$ cat config.mk
export PLATFORM = sky130hd
export DESIGN_NAME = iomem_gpio
export DESIGN_NICKNAME = d
export VERILOG_FILES = /design/src/rtl/iomem_gpio.sv
export SDC_FILE = /design/constraint.sdc
export NUM_CORES = 1
export LEC_CHECK = 0
export ABC_AREA = 0
export CAP_MARGIN = 20
export CELL_PAD_IN_SITES_DETAIL_PLACEMENT = 0
export CELL_PAD_IN_SITES_GLOBAL_PLACEMENT = 1
export CORE_MARGIN = 8
export CORE_UTILIZATION = 30
export DETAILED_ROUTE_END_ITERATION = 12
export PLACE_DENSITY = 0.79
export SLEW_MARGIN = 30
export SYNTH_ARGS = -nofsm -noshare
export SYNTH_HDL_FRONTEND = slang
export SYNTH_SLANG_ARGS = --single-unit
$ cat constraint.sdc
create_clock -name clk -period 1.9 [get_ports clk]
set_clock_uncertainty 0.15 [all_clocks]
set_input_delay 0.19 -clock clk [delete_from_list [all_inputs] [get_ports clk]]
set_output_delay 0.19 -clock clk [all_outputs]
set_load 0.02 [all_outputs]
$ cat src/rtl/iomem_gpio.sv
// GPIO peripheral on the PicoSoC iomem bus: OUT/OE registers, atomic SET/CLR/TGL,
// synchronised inputs and rising-edge interrupt flags with per-bit enables.
module iomem_gpio #(
    parameter int         WIDTH       = 8,
    parameter logic [7:0] ADDR_PAGE   = 8'h03,
    parameter int         SYNC_STAGES = 2
) (
    input  logic             clk,
    input  logic             resetn,
    input  logic             iomem_valid,
    output logic             iomem_ready,
    input  logic [3:0]       iomem_wstrb,
    input  logic [31:0]      iomem_addr,
    input  logic [31:0]      iomem_wdata,
    output logic [31:0]      iomem_rdata,
    input  logic [WIDTH-1:0] gpio_in,
    output logic [WIDTH-1:0] gpio_out,
    output logic [WIDTH-1:0] gpio_oe,
    output logic             irq
);
    localparam logic [2:0] R_OUT    = 3'd0;
    localparam logic [2:0] R_OE     = 3'd1;
    localparam logic [2:0] R_IN     = 3'd2;
    localparam logic [2:0] R_SET    = 3'd3;
    localparam logic [2:0] R_CLR    = 3'd4;
    localparam logic [2:0] R_TGL    = 3'd5;
    localparam logic [2:0] R_IRQEN  = 3'd6;
    localparam logic [2:0] R_STATUS = 3'd7;

    logic [WIDTH-1:0] out_r, oe_r, irq_en_r, status_r, prev_r;
    logic [SYNC_STAGES-1:0][WIDTH-1:0] sync_r;
    logic [WIDTH-1:0] sync, rise, wmask, wbits;
    logic [31:0]      rd_val;
    logic [2:0]       ofs;
    logic             sel, wr;

    // Page-offset and low address bits are deliberately don't-care (register aliases).
    logic unused_bits;
    assign unused_bits = &{1'b0, iomem_addr[23:5], iomem_addr[1:0], iomem_wdata};

    assign sel  = iomem_valid && !iomem_ready && (iomem_addr[31:24] == ADDR_PAGE);
    assign wr   = |iomem_wstrb;
    assign ofs  = iomem_addr[4:2];
    assign sync = sync_r[SYNC_STAGES-1];
    assign rise = sync & ~prev_r;

    always_comb begin
        wmask = '0;
        for (int i = 0; i < WIDTH; i++) wmask[i] = iomem_wstrb[i/8];
        wbits = iomem_wdata[WIDTH-1:0] & wmask;
    end

    // Read mux; strobe registers (SET/CLR/TGL) always read as zero.
    always_comb begin
        rd_val = '0;
        case (ofs)
            R_OUT:    rd_val[WIDTH-1:0] = out_r;
            R_OE:     rd_val[WIDTH-1:0] = oe_r;
            R_IN:     rd_val[WIDTH-1:0] = sync;
            R_IRQEN:  rd_val[WIDTH-1:0] = irq_en_r;
            R_STATUS: rd_val[WIDTH-1:0] = status_r;
            default:  rd_val = '0;
        endcase
    end

    always_ff @(posedge clk) begin
        if (!resetn) begin
            out_r       <= '0;
            oe_r        <= '0;
            irq_en_r    <= '0;
            status_r    <= '0;
            sync_r      <= '0;
            prev_r      <= '0;
            iomem_ready <= 1'b0;
            iomem_rdata <= '0;
        end else begin
            iomem_ready <= sel;
            if (sel) iomem_rdata <= rd_val;
            sync_r   <= {sync_r[SYNC_STAGES-2:0], gpio_in};
            prev_r   <= sync;
            status_r <= status_r | rise;
            if (sel && wr) begin
                case (ofs)
                    R_OUT:    out_r    <= (out_r & ~wmask) | wbits;
                    R_OE:     oe_r     <= (oe_r & ~wmask) | wbits;
                    R_SET:    out_r    <= out_r | wbits;
                    R_CLR:    out_r    <= out_r & ~wbits;
                    R_TGL:    out_r    <= out_r ^ wbits;
                    R_IRQEN:  irq_en_r <= (irq_en_r & ~wmask) | wbits;
                    // A fresh edge on a bit being cleared keeps the flag set.
                    R_STATUS: status_r <= (status_r & ~wbits) | rise;
                    default:  ;
                endcase
            end
        end
    end

    assign gpio_out = out_r;
    assign gpio_oe  = oe_r;
    assign irq      = |(status_r & irq_en_r);
endmodule

==> implementation parameters <==
Parameter                              Value

Timing
  Setup-violating endpoint count in the final report ... 0
  Post-route setup TNS ... 0 ns
  Highest Clock Rate ... 555.8 MHz
  Worst-case headroom to the max-slew limit ... 0.5746
  Ratio of final minimum period to clock period ... 0.9470
  Time the worst path needs with I/O delays and setup ... 1.799 ns
  RSZ-0062 raised after global routing ... no
  Final Hold Violating Endpoints ... 0
  Max Slew Vio Count ... 0
  Transition time of the tightest slew-check pin ... 0.6351 ns

Synthesis
  Dominant cell type by area after synthesis ... dfxtp_1
  Number of synthesized register bits ... 65
  Part of the Yosys area used for sequential elements ... 0.4361
  Most used standard cells in the synthesized netlist ... 65 x dfxtp_1, 46 x o21ai_0, 30 x nand2_1
  Largest cells by area after synthesis ... dfxtp_1 44%, o21ai_0 7.7%, buf_4 6.0%, and2_1 5.0%, nand2_1 3.8%
  Number of enable flip-flop cells after synthesis ... 0
  Netlist cell types ... 35
  Top_reg_cell synth ... dfxtp_1
  Count of mapped cells out of synthesis ... 332
  Proportion of register bits with asynchronous set or reset after synthesis ... 0
  Most used standard cell by instance count after synthesis ... dfxtp_1
  Synthesized cell area ... 0.002984 mm²
  Proportion of netlist area held by the largest area contributor ... 0.4361
  Count of synthesis-stage warnings from yosys ... 0
  Mean cell area of the mapped netlist ... 8.988 µm²

Layout
  Share of layout cells above drive strength 1 ... 0.1401
  Final cell count without fillers ... 554
  Sequential Area ... 0.001301 mm²
  Multi-input combinational cell area ... 0.001505 mm²
  Fill count ... 1012
  Summed area of non-filler cells in the final layout ... 0.004049 mm²
  Number of nets in the layout ... 503
  Area growth from synthesis to final layout ... 35.68%
  Antenna diodes ... 0

Drt
  Average wire per cell in the routed design ... 14.61 µm
  DR DRC count ... 0
  Initial drt markers ... 109
  Detail Route Antenna Nets ... 0
  Total wire length ... 8.093 mm
  Length of the first detailed-routing pass in iterations ... 4
  Vias ... 2614
  Routed vias/inst ... 4.718

Worst setup path
  CP Data Required Time ... 1.98 ns
  CP Capture Type ... flop
  Kind of cell adding the most delay to the critical path ... compound AO/OA/AOI/OAI gates
  Cell breakdown of the critical path ... clkdlybuf4s50_1 -> nor4_4 -> nand3_1 -> o41a_1 -> a22o_1
  Critical path launch point type ... primary input
  Delay of the slowest cell on the worst path ... 0.54 ns
  Slowest stage cell on the critical path ... o41a_1
  Critical path arrival ... 1.88 ns
  Buf/Inv on CP ... 1
  Max FO, Critical Path ... 8
  Type of the worst setup path ... primary input to flop

Global route
  Largest net degree at the start of global routing ... 28
  Sum of overflow across all layers after global routing ... 0
  First-pass GRT wire length ... 12.68 mm
  Number of global-route vias before repair ... 2531
  Overall track demand over capacity in global routing ... 0.1229
  Number of antenna violations at the first check in global routing ... 0

CTS
  CTS tree ... done
  Cts bufs inserted ... 9
  Clock Latency Late Sink ... 0.34 ns
  Clock sink total ... 65
  Max Buffers Root-to-Sink ... 2
  Clock slew seen by the registers of the worst setup and hold paths ... 0.08 ns
  Post-CTS Setup Bufs ... 0
  Total number of H-tree levels ... 3
  Cts-stage hold buffer count ... 0
  Clock Root Buffer ... clkbuf_8

Power
  Total internal power ... 2.168 mW
  Leak Pwr ... 1.577 nW
  Fraction of power consumed by sequential logic ... 0.475
  Reported net switching power ... 788.9 µW
  Power density normalized to cell area ... 730.3 mW/mm²
  Clock power frac ... 0.417
  Gate power share ... 0.108
  Switch share ... 0.2668
  Max VDD drop ... 0.0003684 V

Die
  Number of placement rows ... 36
  Starting Density ... 0.3067
  Die outline area ... 0.01339 mm²
  Core Box Area ... 0.009729 mm²
  Die Wd ... 115.7 µm
  I/O pin cnt ... 129
  Die height ... 115.7 µm

Hold path
  Hold Path Class ... primary input to flop

Placement
  Final Wtd Congestion ... 0.8284
  Post-DP HPWL ... 6.416 mm
  Area after detailed placement ... 0.003844 mm²
  Total instance count after detailed placement ... 538
  Number of port buffers ... 59

Run
  Number of maximum-capacitance constraint violations ... 0

Outcome
  Status ... complete, no violations
==> layer usage <==
metal,wire [µm],up-vias,GRT usage
met5,0,-,0
met4,178,0,0.06223
met2,3773,78,0.1950
met3,588,15,0.04325
li1,-,1299,-
met1,3552,1222,0.1440
==> cell families after synthesis <==
family | synth area share
AND/OR/NAND/NOR | 0.2075
adder cells (fa/ha/maj) | 0.03354
buffers and inverters | 0.08847
flip-flops | 0.4361
multiplexers | 0.05661
AO/OA/AOI/OAI | 0.1765
other | 0.001257
==> per-stage QoR <==
| stage | hold WS, ns | power (mW) | setup WS, ns | util |
|---|---|---|---|---|
| global placement | 0.2650 | 1.750 | -0.2436 | 0.3951 |
| floorplan | 0.1673 | 1.634 | 0.02649 | - |
| global route | 0.2609 | 3.077 | 0.02253 | 0.4162 |
| detailed placement | 0.2660 | 1.755 | -0.2851 | 0.3951 |
| finish | 0.2681 | 2.957 | 0.1007 | 0.4162 |
| CTS | 0.2559 | 2.980 | 0.08341 | 0.4162 |
==> cells in the final DEF, fill, tap and decap left out, types with 8 or more instances in the layout <==
cell / count
buf_4: 31
ha_1: 8
mux2i_1: 9
clkdlybuf4s50_1: 58
clkbuf_8: 9
nor2b_1: 13
and2_1: 24
conb_1: 24
nand2b_1: 9
nand2_1: 30
a21oi_1: 10
dfxtp_1: 65
o21ai_0: 46
nand3_1: 18
==> worst register-to-register path: stages, from the launching register on <==
cell and delay [ns]:
dfxtp_1 0.31, and4b_1 0.28, nand3_1 0.09, o41a_1 0.54, a22o_1 0.27
==> area by class of cell <==
type                            count  share of cell area
Clock inverter                      7             0.02040
Tap cell                          133             0.04110
Sequential cell                    65              0.3214
Clock buffer                        9             0.03059
Inverter                            2            0.001854
Multi-Input combinational cell    246              0.3718
Timing Repair Buffer               92              0.2129
==> power groups by stage <==
| stage | registers, mW | clock network [mW] | logic (mW) |
|---|---|---|---|
| after floorplan | 1.43 | 0 | 0.201 |
| after global placement | 1.44 | 0 | 0.314 |
| after detailed placement | 1.44 | 0 | 0.318 |
| after CTS | 1.41 | 1.26 | 0.319 |
| after global routing | 1.41 | 1.32 | 0.349 |
| final | 1.41 | 1.23 | 0.320 |
==> path summary, 6_finish.rpt <==
kind | start | to | slack, ns | cells past startpoint
setup / recovery | iomem_addr[27] | gpio_out[7] | 0.10 | 5
hold / removal | gpio_in[2] | sync_r[2] | 0.27 | 2
setup reg to reg | iomem_ready | gpio_out[7] | 0.15 | 4
hold reg to reg | sync_r[0] | sync[0] | 0.28 | 1
==> repair_timing <==
action / in CTS / in global routing
hold endpoints to repair: 0 / 0
setup endpoints to repair: 1 / 0
gates resized for setup: 1 / 0
(Power assumes the default switching activity.)
